## config.mk

```make
export PLATFORM = sky130hd
export DESIGN_NAME = router_fsm_np_flat
export DESIGN_NICKNAME = d
export VERILOG_FILES = /design/src/rtl/router_fsm_np_if.sv /design/src/rtl/router_fsm_np.sv /design/src/flat_wrapper.sv
export SDC_FILE = /design/constraint.sdc
export NUM_CORES = 1
export LEC_CHECK = 0
export BUFFER_PORTS_ARGS = -buffer_cell sky130_fd_sc_hd__clkbuf_2
export CORE_ASPECT_RATIO = 1.1
export CORE_UTILIZATION = 55
export DETAILED_ROUTE_END_ITERATION = 10
export PLACE_DENSITY_LB_ADDON = 0.05
export SLEW_MARGIN = 10
export SYNTH_ARGS = -nofsm -noshare
export SYNTH_HDL_FRONTEND = slang
export SYNTH_SLANG_ARGS = --single-unit
```

## constraint.sdc

```tcl
create_clock -name clock -period 3.15 [get_ports clock]
set_clock_uncertainty 0.1 [all_clocks]
set_input_delay 0.1575 -clock clock [delete_from_list [all_inputs] [get_ports clock]]
set_output_delay 0.1575 -clock clock [all_outputs]
set_load 0.01 [all_outputs]
```

## src/rtl/router_fsm_np_if.sv

```systemverilog
// Handshake and status bundle between the router FSM, the input register
// block and the output FIFO synchroniser. slave = the FSM, master = the
// surrounding datapath (or a testbench standing in for it).
interface router_fsm_np_if #(
    parameter int NUM_PORTS = 3,
    parameter int ADDR_W    = 2,
    parameter int CNT_W     = 8
);
    logic                 pkt_valid;
    logic                 parity_done;
    logic                 low_pkt_valid;
    logic                 fifo_full;
    logic [NUM_PORTS-1:0] fifo_empty;
    logic [NUM_PORTS-1:0] soft_reset;
    logic [ADDR_W-1:0]    data_in;

    logic                 busy;
    logic                 detect_add;
    logic                 lfd_state;
    logic                 ld_state;
    logic                 laf_state;
    logic                 full_state;
    logic                 write_enb_reg;
    logic                 rst_int_reg;
    logic                 drop_state;
    logic [ADDR_W-1:0]    dest_port;
    logic [CNT_W-1:0]     drop_cnt;

    modport slave (
        input  pkt_valid, parity_done, low_pkt_valid, fifo_full,
               fifo_empty, soft_reset, data_in,
        output busy, detect_add, lfd_state, ld_state, laf_state, full_state,
               write_enb_reg, rst_int_reg, drop_state, dest_port, drop_cnt
    );

    modport master (
        output pkt_valid, parity_done, low_pkt_valid, fifo_full,
               fifo_empty, soft_reset, data_in,
        input  busy, detect_add, lfd_state, ld_state, laf_state, full_state,
               write_enb_reg, rst_int_reg, drop_state, dest_port, drop_cnt
    );
endinterface

```

## src/rtl/router_fsm_np.sv

```systemverilog
// 1xN router controller: header decode, payload load, full stalls, parity
// check, and silent drop of packets addressed beyond NUM_PORTS.
// All outputs are registered alongside the state, so they are a pure
// function of the current state (no input-to-output paths).
module router_fsm_np #(
    parameter int NUM_PORTS = 3,
    parameter int ADDR_W    = 2,
    parameter int CNT_W     = 8
) (
    input  logic           clock,
    input  logic           reset,
    router_fsm_np_if.slave bus
);
    typedef enum logic [3:0] {
        DECODE_ADDRESS     = 4'd0,
        LOAD_FIRST_DATA    = 4'd1,
        LOAD_DATA          = 4'd2,
        FIFO_FULL_STATE    = 4'd3,
        LOAD_AFTER_FULL    = 4'd4,
        LOAD_PARITY        = 4'd5,
        CHECK_PARITY_ERROR = 4'd6,
        WAIT_TILL_EMPTY    = 4'd7,
        DROP_PACKET        = 4'd8
    } state_t;

    // Flag vector bit order: busy, detect_add, lfd, ld, laf, full, wen, rst_int, drop
    localparam int SPAN = 2 ** ADDR_W;
    localparam logic [ADDR_W:0] NP_LIM = (ADDR_W + 1)'(NUM_PORTS);

    state_t            state;
    state_t            nxt;
    logic [8:0]        flags;
    logic [ADDR_W-1:0] dest_q;
    logic [CNT_W-1:0]  cnt_q;
    logic [SPAN-1:0]   empty_ext;
    logic [SPAN-1:0]   sreset_ext;
    logic              addr_ok;

    // Output flags for a given state; any unknown encoding reads as idle decode.
    function automatic logic [8:0] decode_flags(input state_t s);
        case (s)
            DECODE_ADDRESS:     decode_flags = 9'b010000000;
            LOAD_FIRST_DATA:    decode_flags = 9'b101000000;
            LOAD_DATA:          decode_flags = 9'b000100100;
            FIFO_FULL_STATE:    decode_flags = 9'b100001000;
            LOAD_AFTER_FULL:    decode_flags = 9'b100010100;
            LOAD_PARITY:        decode_flags = 9'b100000100;
            CHECK_PARITY_ERROR: decode_flags = 9'b100000010;
            WAIT_TILL_EMPTY:    decode_flags = 9'b100000000;
            DROP_PACKET:        decode_flags = 9'b000000001;
            default:            decode_flags = 9'b010000000;
        endcase
    endfunction

    // Pad per-port flags to the full address span so any dest/data_in index is in range.
    always_comb begin
        empty_ext                   = '0;
        sreset_ext                  = '0;
        empty_ext[NUM_PORTS-1:0]    = bus.fifo_empty;
        sreset_ext[NUM_PORTS-1:0]   = bus.soft_reset;
    end

    assign addr_ok = ({1'b0, bus.data_in} < NP_LIM);

    // Next-state logic; soft reset of the selected port aborts any active packet.
    always_comb begin
        nxt = state;
        case (state)
            DECODE_ADDRESS: begin
                if (bus.pkt_valid) begin
                    if (!addr_ok)                    nxt = DROP_PACKET;
                    else if (empty_ext[bus.data_in]) nxt = LOAD_FIRST_DATA;
                    else                             nxt = WAIT_TILL_EMPTY;
                end
            end
            WAIT_TILL_EMPTY:    if (empty_ext[dest_q]) nxt = LOAD_FIRST_DATA;
            LOAD_FIRST_DATA:    nxt = LOAD_DATA;
            LOAD_DATA: begin
                if (bus.fifo_full)       nxt = FIFO_FULL_STATE;
                else if (!bus.pkt_valid) nxt = LOAD_PARITY;
            end
            FIFO_FULL_STATE:    if (!bus.fifo_full) nxt = LOAD_AFTER_FULL;
            LOAD_AFTER_FULL: begin
                if (bus.parity_done)        nxt = DECODE_ADDRESS;
                else if (bus.low_pkt_valid) nxt = LOAD_PARITY;
                else                        nxt = LOAD_DATA;
            end
            LOAD_PARITY:        nxt = CHECK_PARITY_ERROR;
            CHECK_PARITY_ERROR: nxt = bus.fifo_full ? FIFO_FULL_STATE : DECODE_ADDRESS;
            DROP_PACKET:        if (!bus.pkt_valid) nxt = DECODE_ADDRESS;
            default:            nxt = DECODE_ADDRESS;
        endcase
        if (state != DECODE_ADDRESS && sreset_ext[dest_q])
            nxt = DECODE_ADDRESS;
    end

    // State, registered flags, latched destination and saturating drop counter.
    always_ff @(posedge clock) begin
        if (reset) begin
            state  <= DECODE_ADDRESS;
            flags  <= decode_flags(DECODE_ADDRESS);
            dest_q <= '0;
            cnt_q  <= '0;
        end else begin
            state <= nxt;
            flags <= decode_flags(nxt);
            if (state == DECODE_ADDRESS && bus.pkt_valid) begin
                if (addr_ok)
                    dest_q <= bus.data_in;
                else if (cnt_q != {CNT_W{1'b1}})
                    cnt_q <= cnt_q + 1'b1;
            end
        end
    end

    assign bus.busy          = flags[8];
    assign bus.detect_add    = flags[7];
    assign bus.lfd_state     = flags[6];
    assign bus.ld_state      = flags[5];
    assign bus.laf_state     = flags[4];
    assign bus.full_state    = flags[3];
    assign bus.write_enb_reg = flags[2];
    assign bus.rst_int_reg   = flags[1];
    assign bus.drop_state    = flags[0];
    assign bus.dest_port     = dest_q;
    assign bus.drop_cnt      = cnt_q;
endmodule

```

## src/flat_wrapper.sv

```systemverilog
// flat-port wrapper written by rule: the top's interface ports become plain ports
module router_fsm_np_flat 
#(
    parameter int NUM_PORTS = 3,
    parameter int ADDR_W    = 2,
    parameter int CNT_W     = 8
)
  (clock, reset, bus_pkt_valid, bus_parity_done, bus_low_pkt_valid, bus_fifo_full, bus_fifo_empty, bus_soft_reset, bus_data_in, bus_busy, bus_detect_add, bus_lfd_state, bus_ld_state, bus_laf_state, bus_full_state, bus_write_enb_reg, bus_rst_int_reg, bus_drop_state, bus_dest_port, bus_drop_cnt);
  router_fsm_np_if #(.NUM_PORTS(NUM_PORTS), .ADDR_W(ADDR_W), .CNT_W(CNT_W)) bus_i ();
  input  logic clock;
  input  logic reset;
  input wire logic [$bits(bus_i.pkt_valid)-1:0] bus_pkt_valid;
  input wire logic [$bits(bus_i.parity_done)-1:0] bus_parity_done;
  input wire logic [$bits(bus_i.low_pkt_valid)-1:0] bus_low_pkt_valid;
  input wire logic [$bits(bus_i.fifo_full)-1:0] bus_fifo_full;
  input wire logic [$bits(bus_i.fifo_empty)-1:0] bus_fifo_empty;
  input wire logic [$bits(bus_i.soft_reset)-1:0] bus_soft_reset;
  input wire logic [$bits(bus_i.data_in)-1:0] bus_data_in;
  output wire logic [$bits(bus_i.busy)-1:0] bus_busy;
  output wire logic [$bits(bus_i.detect_add)-1:0] bus_detect_add;
  output wire logic [$bits(bus_i.lfd_state)-1:0] bus_lfd_state;
  output wire logic [$bits(bus_i.ld_state)-1:0] bus_ld_state;
  output wire logic [$bits(bus_i.laf_state)-1:0] bus_laf_state;
  output wire logic [$bits(bus_i.full_state)-1:0] bus_full_state;
  output wire logic [$bits(bus_i.write_enb_reg)-1:0] bus_write_enb_reg;
  output wire logic [$bits(bus_i.rst_int_reg)-1:0] bus_rst_int_reg;
  output wire logic [$bits(bus_i.drop_state)-1:0] bus_drop_state;
  output wire logic [$bits(bus_i.dest_port)-1:0] bus_dest_port;
  output wire logic [$bits(bus_i.drop_cnt)-1:0] bus_drop_cnt;
  assign bus_i.pkt_valid = bus_pkt_valid;
  assign bus_i.parity_done = bus_parity_done;
  assign bus_i.low_pkt_valid = bus_low_pkt_valid;
  assign bus_i.fifo_full = bus_fifo_full;
  assign bus_i.fifo_empty = bus_fifo_empty;
  assign bus_i.soft_reset = bus_soft_reset;
  assign bus_i.data_in = bus_data_in;
  assign bus_busy = bus_i.busy;
  assign bus_detect_add = bus_i.detect_add;
  assign bus_lfd_state = bus_i.lfd_state;
  assign bus_ld_state = bus_i.ld_state;
  assign bus_laf_state = bus_i.laf_state;
  assign bus_full_state = bus_i.full_state;
  assign bus_write_enb_reg = bus_i.write_enb_reg;
  assign bus_rst_int_reg = bus_i.rst_int_reg;
  assign bus_drop_state = bus_i.drop_state;
  assign bus_dest_port = bus_i.dest_port;
  assign bus_drop_cnt = bus_i.drop_cnt;
  router_fsm_np #(.NUM_PORTS(NUM_PORTS), .ADDR_W(ADDR_W), .CNT_W(CNT_W)) u_core (.clock(clock), .reset(reset), .bus(bus_i));
endmodule
```

# Word level (Yosys, flattened, before mapping)
# Memories as Yosys holds them, arrays and structs flattened. A register that Yosys moved wholly into a read port is not among the register bits.
# Cells that the tools add are included.
dict set report word_totals {
  regBits 14
  romBits 144
  out_inout_bits 19
  elab_cells 43
  memories 1
}
dict set report op_classes {
  add_sub_neg 1
  magnitude_cmp 3
  eq_ne 9
  muxes 19
  n_bitwise 1
  n_reduce_logical 6
}
# name depth word_bits read_ports rd_ports_with_merged_regs write_ports line
set mem_list {}
lappend mem_list {{(no name shown)} 16 9 1 1 0 router_fsm_np.sv:41} ;# case (s)
# cell n
set op_table {}
lappend op_table {{$mux 4} 9}
lappend op_table {{$pmux 4 s9} 1}
lappend op_table {{$eq 4x3->1 const B} 4}
lappend op_table {{$add 8x1->8 const B} 1}
lappend op_table {{$eq 4x2->1 const B} 2}
lappend op_table {{$ne 8x8->1 const B} 1}
lappend op_table {{$bmux 1 s2} 3}
lappend op_table {{$lt 2x3->1 const B} 2}
lappend op_table {{$mux 3} 2}
lappend op_table {{$eq 4x1->1 const B} 1}
lappend op_table {{$eq 4x4->1 const B} 1}
lappend op_table {{$logic_not 4->1} 1}
lappend op_table {{$reduce_bool 4->1} 1}
lappend op_table {{$mux 1} 3}
lappend op_table {{$reduce_and 3->1} 1}
lappend op_table {{$logic_and 1x1->1} 2}
lappend op_table {{$lt 2x2->1 const B} 1}
lappend op_table {{$mux 2} 1}
lappend op_table {{$reduce_and 2->1} 1}
lappend op_table {{$not 1->1} 1}

# Longest topological paths before layout
dict set report depth {
  word_depth 7
  mapped_depth 6
}

# Least setup slack after synthesis
# OpenSTA, ideal clock, no wires.
dict set report synth_path {
  path_kind {register to register}
  from {reg u_core.state[0]}
  to {reg u_core.flags[2]}
  setup_time_ns 0.144
  arrival_time_ns 1.713
  required_time_ns 2.906
  setup_slack_ns 1.193
  path_stages_with_launch 7
  synth_period_minus_slack_ns 1.957
  path_cell_list {dfxtp_1 or4b_4 or2_1 buf_2 o221a_2 nand2_1 a211oi_1}
}
dict set report synth_between {
  elab_chain_len 4
  word_cells_on_any_way 19
  cone_classes {eq/ne: 8; mux: 8; reduce/logical: 3}
}
# item line
set synth_lines {}
lappend synth_lines {{from (decl)} router_fsm_np.sv:30} ;# state_t state;
lappend synth_lines {{from (signal assigned)} router_fsm_np.sv:105} ;# state <= nxt;
lappend synth_lines {{$mux 4} router_fsm_np.sv:80} ;# else if (!bus.pkt_valid) nxt = LOAD_PARITY;
lappend synth_lines {{$mux 4} router_fsm_np.sv:79} ;# if (bus.fifo_full) nxt = FIFO_FULL_STATE;
lappend synth_lines {{$pmux 4 s9} router_fsm_np.sv:68} ;# case (state)
lappend synth_lines {{$mux 4 *} router_fsm_np.sv:93} ;# if (state != DECODE_ADDRESS && sreset_ext[dest_q])
lappend synth_lines {{to (decl)} router_fsm_np.sv:32} ;# logic [8:0] flags;
# Every way passes the cells marked *; elsewhere a longest branch is shown, timed or not.
# A chain may end at the register's enable or synchronous reset.

# Worst setup path after layout
dict set report layout_path {
  from {reg u_core.state[0]}
  to {reg u_core.flags[3]}
}
# The elaborated chain is that of the path after synthesis.

==> impl_metrics.py <==
metrics = {
    "drt": {
        "wl_um": 2560,
        "wire_per_inst_um": 12.9,
        "antenna_left": 0,
        "via_density": 5.78,
        "detailedRoute.firstPassIterationCount": 6,
        "remaining_drc_errors": 0,
        "routed-via-count": 1150,
        "detailedRoute.firstIterationViolations": 25,
    },
    "synthesis": {
        "yosysSeqAreaShare": 0.380,
        "synth.avg_cell_area_um2": 8.54,
        "synthTopCellsByCount": "23 x dfxtp_1, 16 x nor2_1, 9 x nand2_1",
        "synth-warning-count": 0,
        "yosys.area.top_type": "dfxtp_1",
        "post-synth-top-area-fraction": 0.380,
        "synthFlopType": "dfxtp_1",
        "post-synth-top-count-cell": "dfxtp_1",
        "netlist_top_cells_area": "dfxtp_1 38%, nor2_1 5.0%, mux2i_1 4.1%, nor3_1 2.9%, nand2_1 2.8%",
        "synth_async_sr_flop_share": 0,
        "syn-num-nets": 157,
        "syn-cell-area_mm2": 0.00121,
        "yosysUniqueCellTypes": 47,
        "synth_enable_flop_cells": 0,
        "synth_cells": 142,
        "synthesis_stage_register_bit_count": 23,
    },
    "clock_tree": {
        "clkSinkCount": 23,
        "clock_tree.buffer_depth": 2,
        "cts_setup_buffers": 0,
        "numCtsBuffers": 3,
        "cts_tree": "built",
        "ctsRootBufferMaster": "clkbuf_4",
        "clk-insertion-delay-late_ns": 0.31,
        "cts.htree.levels": 1,
        "cts_hold_buffers": 0,
        "clk_transition_reported_paths_ns": 0.13,
        "quantity_of_gates_resized_following_cts": 0,
    },
    "final_layout": {
        "insertedDiodeCount": 0,
        "sequential_cell_area_um2": 460,
        "fillerInstances": 190,
        "final_nets": 187,
        "multi_input_comb_area_um2": 713,
        "design_area_mm2": 0.00141,
        "areaGrowthSynthToFinish_pct": 16.1,
        "finish.utilization": 0.689,
        "layout-drive-gt1-share": 0.251,
    },
    "die": {
        "io-pin-count": 33,
        "die_y_um": 51.2,
        "die-area_mm2": 0.00240,
        "core.rowCount": 17,
        "placeable_area_mm2": 0.00204,
        "initial_core_util": 0.594,
        "die_extent_in_x_um": 46.8,
    },
    "grt": {
        "grt_max_degree": 16,
        "grt_util_all_layers": 0.233,
        "first_pass_grt_wire_length_um": 4050,
        "global_route.overflow_total": 0,
        "initial_antenna_violation_count": 0,
        "first_global_vias": 979,
    },
    "flow_run": {
        "max_capacitance_violation_total": 0,
    },
    "sta": {
        "final_max_slew_viol_count": 0,
        "total_setup_violations_reported_at_the_end_of_the_flow": 0,
        "tightest_slew_ns": 0.605,
        "achievable-frequency_mhz": 448,
        "hold_violations": 0,
        "hold_ws_ns": 0.0931,
        "final.min_clock_period_ns": 2.23,
        "unrepaired_setup_endpoints_after_global_routing": "no",
        "maxSlewHeadroom": 0.596,
        "setup-tns-final_ns": 0,
        "fin_crit_sh": 0.708,
    },
    "worst_setup_path": {
        "reg2reg_depth": 5,
        "worst-endpoint-arrival_ns": 2.34,
        "critical_path.max_fanout": 11,
        "crit_path_end_kind": "register",
        "critPathRequiredTime_ns": 3.26,
        "path_class": "register to register",
        "worstSetupStartpointType": "register",
    },
    "hold_path": {
        "timing.hold.worst_path_depth": 2,
        "hold_path_class": "input pin to register",
    },
    "run_status": {
        "status": "complete, no violations",
    },
    "placed_design": {
        "place_hpwl_um": 1990,
        "port-buffer-count": 32,
        "place_congestion": 0.843,
        "dpl-instance-area_mm2": 0.00138,
    },
    "pwr": {
        "p_leak_nw": 0.555,
        "power-per-cell-area_mw_per_mm2": 557,
        "ir_drop_uv": 384,
    },
}
-- per-stage QoR --
step	cells	setup WS [ns]	total power (W)
floorplan	142	1.19	0.000581
global placement	195	1.03	0.000645
detailed placement	195	0.960	0.000656
CTS	199	0.938	0.000788
global route	199	0.819	0.000837
finish	199	0.918	0.000785
-- report_power, final --
part           internal, W  switching, W  leakage (nW)
sequential        0.000331     0.0000456         0.187
combinational     0.000121      0.000152         0.350
clock            0.0000474     0.0000878        0.0177
total             0.000499      0.000285         0.555
-- cell families (layout without fill, tap and decap cells) --
kind of cell | after synthesis | after routing | share of synthesized area
buffers and inverters | 10 | 39 | 0.0320
muxes | 5 | 5 | 0.0413
xor gates and xnor gates | 6 | 6 | 0.0434
and+or+nand+nor | 72 | 72 | 0.348
DFF | 23 | 23 | 0.380
AOI/OAI and AO/OA | 25 | 25 | 0.146
adders and majority gates | 1 | 1 | 0.0103
-- layout make-up --
| type | count | area share |
|---|---|---|
| Clock buffer | 3 | 0.0160 |
| Clock inverter | 1 | 0.00356 |
| Inverter | 3 | 0.00800 |
| Multi-Input combinational cell | 109 | 0.507 |
| Sequential cell | 23 | 0.327 |
| Tap cell | 28 | 0.0249 |
| Timing Repair Buffer | 32 | 0.114 |
-- sequential cells by signal, indices dropped and copies added (netlist names) --
register / flops
u_core.bus.drop_cnt: 8
u_core.state: 4
u_core.flags: 9
u_core.bus.dest_port: 2
-- critical path, stage by stage, from the launching register on --
cell     delay (ns)
dfxtp_1        0.42
or4b_4         0.62
or2_1          0.35
o32ai_1        0.34
or3b_1         0.24
nor3b_1        0.06
-- layout by cell type (no fill, tap or decap), types with 3 or more instances in the layout --
| cell | synthesis | final |
|---|---|---|
| o21a_1 | 3 | 3 |
| nand2_1 | 9 | 9 |
| xnor2_1 | 3 | 3 |
| nor2_1 | 16 | 16 |
| nor2b_1 | 5 | 5 |
| nand3_1 | 6 | 6 |
| a21oi_1 | 3 | 3 |
| nand2b_1 | 5 | 5 |
| xor2_1 | 3 | 3 |
| nor3_1 | 7 | 7 |
| o21ai_1 | 5 | 5 |
| clkbuf_2 | 0 | 32 |
| dfxtp_1 | 23 | 23 |
| mux2i_1 | 5 | 5 |
| clkbuf_4 | 0 | 3 |
| inv_1 | 3 | 3 |
-- metal layers --
| metal | track usage | vias to the layer above | wire length, um |
|---|---|---|---|
| met5 | 0 | - | 0 |
| met4 | 0.100 | 0 | 40 |
| met3 | 0.0389 | 6 | 117 |
| met2 | 0.421 | 35 | 1330 |
| met1 | 0.253 | 531 | 1070 |
| li1 | - | 578 | - |
-- worst paths after layout --
kind | from | end | slack, ns
worst max register to register | u_core.state[0] | u_core.flags[3] | 0.92
worst min-delay path | reset | u_core.bus.drop_cnt[4] | 0.09
worst min register to register | u_core.bus.drop_cnt[1] | u_core.bus.drop_cnt[1] | 0.42
worst max-delay path | u_core.state[0] | u_core.flags[3] | 0.92
(Power assumes the default switching activity.)
